## config.mk

```make
export PLATFORM = sky130hd
export DESIGN_NAME = stage_m
export DESIGN_NICKNAME = d
export VERILOG_FILES = /design/src/rtl/stage_m_pkg.sv /design/src/rtl/stage_m_load_align.sv /design/src/rtl/stage_m.sv
export SDC_FILE = /design/constraint.sdc
export NUM_CORES = 1
export LEC_CHECK = 0
export ABC_CLOCK_PERIOD_IN_PS = 10800
export CORE_MARGIN = 2
export CORE_UTILIZATION = 47
export DETAILED_ROUTE_END_ITERATION = 8
export PLACE_DENSITY_LB_ADDON = 0.1
export RECOVER_POWER = 50
export SETUP_SLACK_MARGIN = 0.1
export SKIP_LAST_GASP = 1
export SYNTH_ARGS = -nofsm -noshare
export SYNTH_HDL_FRONTEND = slang
export SYNTH_SLANG_ARGS = --single-unit
```

## constraint.sdc

```tcl
create_clock -name clock -period 10.8 [get_ports clock]
set_input_delay 2.16 -clock clock [delete_from_list [all_inputs] [get_ports clock]]
set_output_delay 2.16 -clock clock [all_outputs]
set_load 0.03 [all_outputs]
```

## src/rtl/stage_m_pkg.sv

```systemverilog
// rtl/stage_m_pkg.sv - opcodes, exception vector, FSM states and memory-op helpers for the M stage
package stage_m_pkg;

    localparam logic [5:0] OP_LB  = 6'h20;
    localparam logic [5:0] OP_LH  = 6'h21;
    localparam logic [5:0] OP_LW  = 6'h23;
    localparam logic [5:0] OP_LBU = 6'h24;
    localparam logic [5:0] OP_LHU = 6'h25;
    localparam logic [5:0] OP_SB  = 6'h28;
    localparam logic [5:0] OP_SH  = 6'h29;
    localparam logic [5:0] OP_SW  = 6'h2B;

    localparam logic [31:0] EXC_VECTOR = 32'hBFC0_0380;

    typedef enum logic [1:0] {
        S_IDLE,
        S_REQ,
        S_WAIT
    } state_t;

    typedef enum logic [1:0] {
        SZ_BYTE,
        SZ_HALF,
        SZ_WORD
    } size_t;

    function automatic logic is_load(input logic [5:0] op);
        return op[5:3] == 3'd4;
    endfunction

    function automatic logic is_store(input logic [5:0] op);
        return op[5:3] == 3'd5;
    endfunction

    // Undefined encodings inside the load/store groups are treated as word accesses.
    function automatic size_t op_size(input logic [5:0] op);
        case (op)
            OP_LB, OP_LBU, OP_SB: return SZ_BYTE;
            OP_LH, OP_LHU, OP_SH: return SZ_HALF;
            OP_LW, OP_SW:         return SZ_WORD;
            default:              return SZ_WORD;
        endcase
    endfunction

    function automatic logic is_signed_load(input logic [5:0] op);
        return (op == OP_LB) || (op == OP_LH);
    endfunction

    function automatic logic misaligned(input logic [5:0] op, input logic [1:0] off);
        case (op_size(op))
            SZ_BYTE: return 1'b0;
            SZ_HALF: return off[0];
            default: return off != 2'b00;
        endcase
    endfunction

    // Big-endian lanes: offset 0 lives in [31:24], i.e. strobe bit 3.
    function automatic logic [3:0] store_wbe(input logic [5:0] op, input logic [1:0] off);
        case (op_size(op))
            SZ_BYTE: return 4'b1000 >> off;
            SZ_HALF: return off[1] ? 4'b0011 : 4'b1100;
            default: return 4'b1111;
        endcase
    endfunction

    function automatic logic [31:0] store_wdata(input logic [5:0] op, input logic [31:0] rt);
        case (op_size(op))
            SZ_BYTE: return {4{rt[7:0]}};
            SZ_HALF: return {2{rt[15:0]}};
            default: return rt;
        endcase
    endfunction

endpackage

```

## src/rtl/stage_m_load_align.sv

```systemverilog
// rtl/stage_m_load_align.sv - big-endian byte/halfword extraction and extension of load data
module load_align
    import stage_m_pkg::*;
(
    input  logic [1:0]  addr,
    input  logic [5:0]  opcode,
    input  logic [31:0] rdata,
    output logic [31:0] result
);

    logic [7:0]  byte_sel;
    logic [15:0] half_sel;
    logic        sign;

    always_comb begin
        case (addr)
            2'd0:    byte_sel = rdata[31:24];
            2'd1:    byte_sel = rdata[23:16];
            2'd2:    byte_sel = rdata[15:8];
            default: byte_sel = rdata[7:0];
        endcase
        half_sel = addr[1] ? rdata[15:0] : rdata[31:16];
        sign     = 1'b0;
        result   = rdata;
        case (op_size(opcode))
            SZ_BYTE: begin
                sign   = is_signed_load(opcode) && byte_sel[7];
                result = {{24{sign}}, byte_sel};
            end
            SZ_HALF: begin
                sign   = is_signed_load(opcode) && half_sel[15];
                result = {{16{sign}}, half_sel};
            end
            default: result = rdata;
        endcase
    end

endmodule

```

## src/rtl/stage_m.sv

```systemverilog
// rtl/stage_m.sv - memory pipeline stage: load/store issue, busy handshake, response alignment
module stage_m
    import stage_m_pkg::*;
#(
    parameter int debug = 0
)
(
    input  logic        clock,
    input  logic        reset,
    input  logic        x_valid,
    input  logic [31:0] x_instr,
    input  logic [31:0] x_pc,
    input  logic [5:0]  x_opcode,
    input  logic [31:0] x_op1_val,
    input  logic [31:0] x_rt_val,
    input  logic [5:0]  x_wbr,
    input  logic [31:0] x_res,
    input  logic        x_restart,
    input  logic [31:0] x_restart_pc,
    output logic [31:0] dmem_addr,
    output logic        dmem_rd,
    output logic        dmem_wr,
    output logic [31:0] dmem_wdata,
    output logic [3:0]  dmem_wbe,
    input  logic        dmem_busy,
    input  logic [31:0] dmem_rdata,
    input  logic        dmem_rdata_valid,
    output logic        m_valid,
    output logic [31:0] m_pc,
    output logic [5:0]  m_wbr,
    output logic [31:0] m_res,
    output logic        m_stall,
    output logic        m_restart,
    output logic [31:0] m_restart_pc
);

    state_t      state;
    logic [31:0] ea;
    logic        x_load;
    logic        x_store;
    logic        x_mem;
    logic        x_mis;
    logic        issue;
    logic        in_req;
    logic [31:0] load_result;
    logic        unused_instr_hi;

    logic [31:0] req_addr;
    logic [31:0] req_wdata;
    logic [3:0]  req_wbe;
    logic        req_load;
    logic [1:0]  req_off;
    logic [5:0]  req_opcode;
    logic [31:0] req_pc;
    logic [5:0]  req_wbr;

    assign ea              = x_op1_val + {{16{x_instr[15]}}, x_instr[15:0]};
    assign unused_instr_hi = ^x_instr[31:16];
    assign x_load          = x_valid && is_load(x_opcode);
    assign x_store         = x_valid && is_store(x_opcode);
    assign x_mem           = x_load || x_store;
    assign x_mis           = x_mem && misaligned(x_opcode, ea[1:0]);
    assign issue           = (state == S_IDLE) && x_mem && !x_mis;
    assign in_req          = (state == S_REQ);

    // Stall only while a request is refused or a load response is outstanding,
    // so an accepted access lets EX advance in the same cycle.
    assign m_stall = !reset && ((state == S_WAIT) || ((issue || in_req) && dmem_busy));

    always_comb begin
        dmem_addr  = '0;
        dmem_rd    = 1'b0;
        dmem_wr    = 1'b0;
        dmem_wdata = '0;
        dmem_wbe   = '0;
        if (!reset) begin
            if (in_req) begin
                dmem_addr  = req_addr;
                dmem_rd    = req_load;
                dmem_wr    = !req_load;
                dmem_wdata = req_wdata;
                dmem_wbe   = req_wbe;
            end else if (issue) begin
                dmem_addr  = {ea[31:2], 2'b00};
                dmem_rd    = x_load;
                dmem_wr    = x_store;
                dmem_wdata = x_store ? store_wdata(x_opcode, x_rt_val) : '0;
                dmem_wbe   = x_store ? store_wbe(x_opcode, ea[1:0]) : 4'b0000;
            end
        end
    end

    load_align u_align (
        .addr   (req_off),
        .opcode (req_opcode),
        .rdata  (dmem_rdata),
        .result (load_result)
    );

    always_ff @(posedge clock or posedge reset) begin
        if (reset) begin
            state        <= S_IDLE;
            m_valid      <= 1'b0;
            m_pc         <= '0;
            m_wbr        <= '0;
            m_res        <= '0;
            m_restart    <= 1'b0;
            m_restart_pc <= '0;
            req_addr     <= '0;
            req_wdata    <= '0;
            req_wbe      <= '0;
            req_load     <= 1'b0;
            req_off      <= '0;
            req_opcode   <= '0;
            req_pc       <= '0;
            req_wbr      <= '0;
        end else begin
            m_valid   <= 1'b0;
            m_restart <= 1'b0;
            case (state)
                S_IDLE: begin
                    m_restart    <= x_restart;
                    m_restart_pc <= x_restart_pc;
                    if (x_mis) begin
                        m_restart    <= 1'b1;
                        m_restart_pc <= EXC_VECTOR;
                    end else if (issue) begin
                        req_addr   <= {ea[31:2], 2'b00};
                        req_wdata  <= store_wdata(x_opcode, x_rt_val);
                        req_wbe    <= x_store ? store_wbe(x_opcode, ea[1:0]) : 4'b0000;
                        req_load   <= x_load;
                        req_off    <= ea[1:0];
                        req_opcode <= x_opcode;
                        req_pc     <= x_pc;
                        req_wbr    <= x_wbr;
                        if (dmem_busy) begin
                            state <= S_REQ;
                        end else if (x_load) begin
                            state <= S_WAIT;
                        end else begin
                            m_valid <= 1'b1;
                            m_pc    <= x_pc;
                            m_wbr   <= '0;
                            m_res   <= '0;
                        end
                    end else if (!x_mem) begin
                        m_valid <= x_valid;
                        m_pc    <= x_pc;
                        m_wbr   <= x_wbr;
                        m_res   <= x_res;
                    end
                end
                S_REQ: begin
                    if (!dmem_busy) begin
                        if (req_load) begin
                            state <= S_WAIT;
                        end else begin
                            state   <= S_IDLE;
                            m_valid <= 1'b1;
                            m_pc    <= req_pc;
                            m_wbr   <= '0;
                            m_res   <= '0;
                        end
                    end
                end
                S_WAIT: begin
                    if (dmem_rdata_valid) begin
                        state   <= S_IDLE;
                        m_valid <= 1'b1;
                        m_pc    <= req_pc;
                        m_wbr   <= req_wbr;
                        m_res   <= load_result;
                    end
                end
                default: state <= S_IDLE;
            endcase
        end
    end

    generate
        if (debug != 0) begin : g_debug
            always_ff @(posedge clock) begin
                if (!reset) begin
                    assert (state == S_IDLE || !m_valid);
                end
            end
        end
    endgenerate

endmodule

```

==> impl_metrics.yaml, run 1 <==
synth:
  yosys_warnings: 0
  yosys_register_bits: 219
  async_reset_ff_frac: 1.00
  synth_seq_area_share: 0.443
  syn-instance-count: 1504
  synthesis.area_um2: 12400
  ys.flop_type: "dfrtp_1"
  synth_cell_types: 65
  synthTopCellsByArea: "dfrtp_1 (44%), nand2_1 (12%), mux2i_1 (5.6%)"
  syn_area_per_cell_um2: 8.23
  synth_edf_count: 0
  synth_top_cell_by_area: "dfrtp_1"
  synth_top_area_share: 0.443
finish:
  final_cell_mix: "nand2_1 (394), clkdlybuf4s50_1 (292), dfrtp_1 (219), nor2_1 (148), o21ai_0 (137)"
  area_growth_pct: 39.5
  fin_nets: 2116
  mostFrequentLayoutCell: "nand2_1"
  drive_above_1_share: 0.0410
  post-route-util: 0.664
timing:
  drv_slew: 202
  rsz0062_at_grt: "false"
  slew_headroom: -1.96
  fin_skew_ps: 11.6
  fin_crit_sh: 0.847
  max_freq_mhz: 109
  fin_hold_ws_ps: 471
  worstMarginPinSlew_ps: 4440
  fin_crit_ps: 9150
  hold_viol_final: 0
  setup_tns_ps: 0
  worst_slack_ps: 1650
  setup_viol: 0
drt:
  wl_met2_um: 18300
  met1_length_um: 16600
  via_per_inst: 5.48
  drc_errors: 0
  vias: 12000
  postRouteAntennaNets: 0
  drt_iter0_markers: 969
  dr.pass1.iters: 5
  routed-wl-met3_um: 2860
  wl_um: 39200
  highest_layer: "met4"
  avgRoutedWirePerCell_um: 17.9
critical_path:
  r2r-end: "m_res[20]"
  crit_buf_inv: 3
  endpoint_kind: "primary output"
  cp.arrival_ps: 6990
  reg2reg_setup_slack_ps: 5370
  cpPeakStageDelay_ps: 750
  timing.rr.start: "state[0]"
  path_cells: "dlygate4sd3_1 -> a21oi_1 -> nand2_1 -> clkbuf_1 -> o21ai_0 -> and2_4 -> nand2_2 -> nor3_4 -> a22oi_1 -> nor2_1 -> clkdlybuf4s50_1"
  critPathLaunch: "x_opcode[3]"
  crit_type: "input port to primary output"
  cp-start-kind: "input port"
  cp_max_fo: 30
  rr_worst_depth: 9
  cp.required_ps: 8640
  critPathSlowestCell: "clkdlybuf4s50_1"
  crit_cells: 11
  cp_top_family: "buffers and inverters"
worst_hold_path:
  hp-class: "flip-flop to flip-flop"
  whs_endpoint: "m_res[2]"
  hold_depth: 2
  hp-start: "m_res[2]"
clock_tree:
  cts-hold-fix-buffers: 0
  cts_tree: "yes"
  cts_setup_buffers: 0
  clockBufferDepth: 3
  cts_resized: 0
  cts.clk_slew.worst_paths_ps: 60
  cts_buffers: 25
  htreeDepth: 1
  cts_sinks: 219
  root_buffer: "clkbuf_16"
  clock_latency_ps: 520
grt:
  grt_overflow: 0
  grt_first_pass_wirelength_um: 62000
  grt_pass1_vias: 11400
  grt_max_degree: 141
  globalRouteTotalUtil: 0.275
  grt_antenna_before_repair: 1
job:
  drv_cap: 4
die:
  coreArea_um2: 26000
  die_w_um: 166
  start_util: 0.476
  die_y_um: 166
  dieArea_um2: 27700
  std_cell_rows: 59
  ios: 417
place:
  place_ws_ps: 2200
  port_buffers: 398
  dp_hpwl_um: 27500
  gp_congestion: 0.915
power:
  vdd_ir_drop_max_v: 0.000181
  power_density_nw_per_um2: 251
  p_total_uw: 4330
  p_leak_uw: 0.00770
run_status:
  status: "complete, but fails checks"
  violations: "capacitance limit, slew limit"
-- logic make-up (layout without fill, tap and decap cells) --
kind of cell,after synthesis,in the layout,synth area share
flip-flops,219,219,0.443
AO/OA/AOI/OAI,398,398,0.193
XOR/XNOR,29,29,0.0205
AND/OR/NAND/NOR,624,624,0.205
other,1,6,0.000303
buffers and inverters,121,471,0.0394
adder cells (fa/ha/maj),36,36,0.0370
multiplexers,76,76,0.0622
-- power breakdown --
| part | internal, uW | switching, uW |
|---|---|---|
| registers | 1210 | 211 |
| logic | 784 | 1320 |
| clock network | 472 | 336 |
| total | 2470 | 1860 |
-- final cells by class --
| cell class | count | area [um^2] |
|---|---|---|
| clock buffers | 38 | 744 |
| inverters | 17 | 71.3 |
| well taps | 335 | 419 |
| diodes | 4 | 10.0 |
| flip-flops and latches | 219 | 5480 |
| multi-input cells | 1165 | 6450 |
| repair buffers | 410 | 4050 |
| clock inverters | 6 | 33.8 |
| fillers | 2178 | 8720 |
-- worst min-delay path, delay by kind of cell (launching register included) --
kind | cells | cell delay, ps
and+or+nand+nor | 1 | 40
DFF | 1 | 330
AOI/OAI and AO/OA | 1 | 60
-- registers in the layout, indices dropped and copies added, names as in the netlist --
register and flops:
req_opcode 6, req_pc 32, m_restart 1, m_res 32, m_pc 32, m_restart_pc 32, m_valid 1, req_addr 30
req_load 1, req_wdata 32, req_off 2, m_wbr 6, req_wbr 6, req_wbe 4, state 2
-- per-stage QoR --
stage	area, um^2	instances
final	17300	2194
after floorplan	12400	1505
after global routing	17300	2190
after global placement	16500	2146
after detailed placement	16500	2146
after CTS	17300	2190
-- routing by layer --
| layer | track usage | vias to the layer above |
|---|---|---|
| met5 | 0 | - |
| met4 | 0.0982 | 0 |
| met3 | 0.0493 | 75 |
| met2 | 0.446 | 467 |
| met1 | 0.372 | 5674 |
| li1 | - | 5812 |
-- cells in the mapped netlist, types with 3 or more instances --
library cell / count
a211oi_1: 4
a21o_1: 14
a21oi_1: 125
a22o_1: 13
a22oi_1: 26
a2bb2oi_1: 8
a31oi_1: 6
and2_1: 4
and3_1: 4
buf_1: 4
buf_2: 15
buf_4: 3
clkbuf_1: 79
clkbuf_2: 3
dfrtp_1: 219
ha_1: 35
inv_1: 17
mux2_2: 7
mux2i_1: 69
nand2_1: 395
nand2b_1: 9
nand3_1: 6
nand4_1: 6
nor2_1: 149
nor2b_1: 8
nor3_1: 24
o211ai_1: 3
o21a_1: 3
o21ai_0: 136
o21ai_1: 5
o21bai_1: 6
o22ai_1: 11
o2bb2ai_1: 20
or3_1: 3
xnor2_1: 22
xor2_1: 7
-- how the worst max path moves through the flow --
stage                      to
2_1_floorplan   dmem_addr[12]
6_report       dmem_wdata[25]
5_1_grt        dmem_wdata[24]
4_1_cts        dmem_wdata[25]
3_3_place_gp   dmem_wdata[27]
3_5_place_dp   dmem_wdata[25]
Note: power is estimated with default switching activity, not from simulation.
==> run 2, diff against run 1 <==
- ABC_CLOCK_PERIOD_IN_PS: 10800 -> 7610
- CORE_UTILIZATION: 47 -> 42
- clock period: 10.8 -> 7.61 ns (I/O delays scaled with it)
==> impl_metrics.yaml, run 2 (same netlist as run 1, synthesis figures left out) <==
die:
  coreArea_um2: 28900
  dieArea_um2: 30900
  std_cell_rows: 62
  start_util: 0.429
  die_w_um: 176
  die_y_um: 176
  ios: 417
timing:
  fin_crit_ps: 6910
  fin_skew_ps: 19.9
  setup_viol: 0
  worstMarginPinSlew_ps: 2700
  rsz0062_at_grt: "false"
  setup_tns_ps: 0
  hold_viol_final: 0
  slew_headroom: -0.798
  fin_crit_sh: 0.908
  drv_slew: 268
  max_freq_mhz: 145
power:
  power_density_nw_per_um2: 357
  vdd_ir_drop_max_v: 0.000198
  p_leak_uw: 0.00785
place:
  post_dp_cell_area_um2: 16600
  placedCellCount: 2202
  dp_hpwl_um: 28700
  gp_congestion: 0.862
  port_buffers: 398
clock_tree:
  cts.clk_slew.worst_paths_ps: 60
  clockBufferDepth: 3
  cts-hold-fix-buffers: 0
  htreeDepth: 1
  root_buffer: "clkbuf_16"
  cts_sinks: 219
  cts_buffers: 26
  cts_resized: 0
  cts_setup_buffers: 0
  clock_latency_ps: 530
  cts_tree: "yes"
critical_path:
  timing.rr.start: "state[0]"
  endpoint_kind: "primary output"
  cp.required_ps: 6090
  cp_max_fo: 22
  cpPeakStageDelay_ps: 750
  critPathSlowestCell: "clkdlybuf4s50_1"
  rr_worst_depth: 7
  reg2reg_setup_slack_ps: 3000
  cp.arrival_ps: 5390
  crit_buf_inv: 3
  cp-start-kind: "input port"
  r2r-end: "req_opcode[4]"
  crit_cells: 11
  crit_type: "input port to primary output"
  cp_top_family: "buffers and inverters"
  path_cells: "dlygate4sd3_1 -> ha_1 -> fa_1 -> nor2b_1 -> nor3_1 -> and2_4 -> buf_4 -> nand2_1 -> o21a_1 -> nor2_1 -> clkdlybuf4s50_1"
finish:
  area_growth_pct: 41.0
  mostFrequentLayoutCell: "nand2_1"
  fin_area_um2: 17400
  drive_above_1_share: 0.0628
  fin_nets: 2124
  final_cell_mix: "nand2_1 (394), clkdlybuf4s50_1 (257), dfrtp_1 (219), nor2_1 (148), o21ai_0 (137)"
  layoutNonFillerInstCount: 2252
  fillers: 2586
grt:
  globalRouteTotalUtil: 0.252
  grt_overflow: 0
  grt_max_degree: 105
  grt_first_pass_wirelength_um: 62600
  grt_pass1_vias: 11400
  grt_antenna_before_repair: 5
drt:
  dr.pass1.iters: 5
  avgRoutedWirePerCell_um: 17.7
  vias: 12000
  via_per_inst: 5.31
  drt_iter0_markers: 790
  postRouteAntennaNets: 0
  drc_errors: 0
  wl_um: 39800
run_status:
  violations: "capacitance limit, slew limit"
  status: "complete, but fails checks"
worst_hold_path:
  whs_endpoint: "m_pc[3]"
  hold_depth: 2
  hp-start: "m_pc[3]"
  hp-class: "flip-flop to flip-flop"
job:
  drv_cap: 4
## run 2: through the flow
stage	power, uW	setup WS [ps]	util	hold WS [ps]
floorplan	3980	63.6	-	445
global placement	5080	961	0.576	456
detailed placement	5160	924	0.576	462
CTS	6390	900	0.605	476
global route	6670	505	0.605	496
finish	6240	698	0.605	471
## run 2: power breakdown
group	switching, uW	internal [uW]
combinational	1870	1130
sequential	305	1720
clock	489	729
total	2660	3580
## run 2: area by class of cell
type	instances	area [um^2]	area share
Multi-Input combinational cell	1165	6450	0.370
Clock inverter	6	66.3	0.00380
Tap cell	384	480	0.0275
Timing Repair Buffer	417	4120	0.236
Antenna cell	4	10.0	0.000574
Sequential cell	219	5480	0.314
Clock buffer	40	773	0.0443
Inverter	17	67.6	0.00387
## run 2: worst max-delay path by stage
stage / startpoint / end / slack [ps]
6_report: x_instr[0] / dmem_addr[11] / 700
4_1_cts: x_instr[0] / dmem_addr[11] / 900
2_1_floorplan: reset / dmem_addr[12] / 60
3_5_place_dp: x_instr[0] / dmem_addr[11] / 920
5_1_grt: x_instr[0] / dmem_wdata[9] / 500
3_3_place_gp: x_instr[0] / dmem_addr[11] / 960
## run 2: worst register-to-register path: stages, from the launching register on
cell,delay [ps]
dfrtp_1,410
inv_1,100
ha_2,770
inv_1,650
nor3_1,580
nand2_4,210
clkbuf_2,1130
and2_1,620
## run 2: layer usage
metal | routed length, um | GRT usage | part of all wire
met5 | 13 | 0 | 0.00033
met4 | 1080 | 0.0764 | 0.027
met3 | 2570 | 0.0444 | 0.065
met2 | 18800 | 0.418 | 0.47
met1 | 17300 | 0.338 | 0.44
==> run 3, diff against run 2 <==
- GPL_ROUTABILITY_DRIVEN: not set -> 0
==> results of run 3 <==
The final DEF is identical to that of run 2; final timing and power are the same.
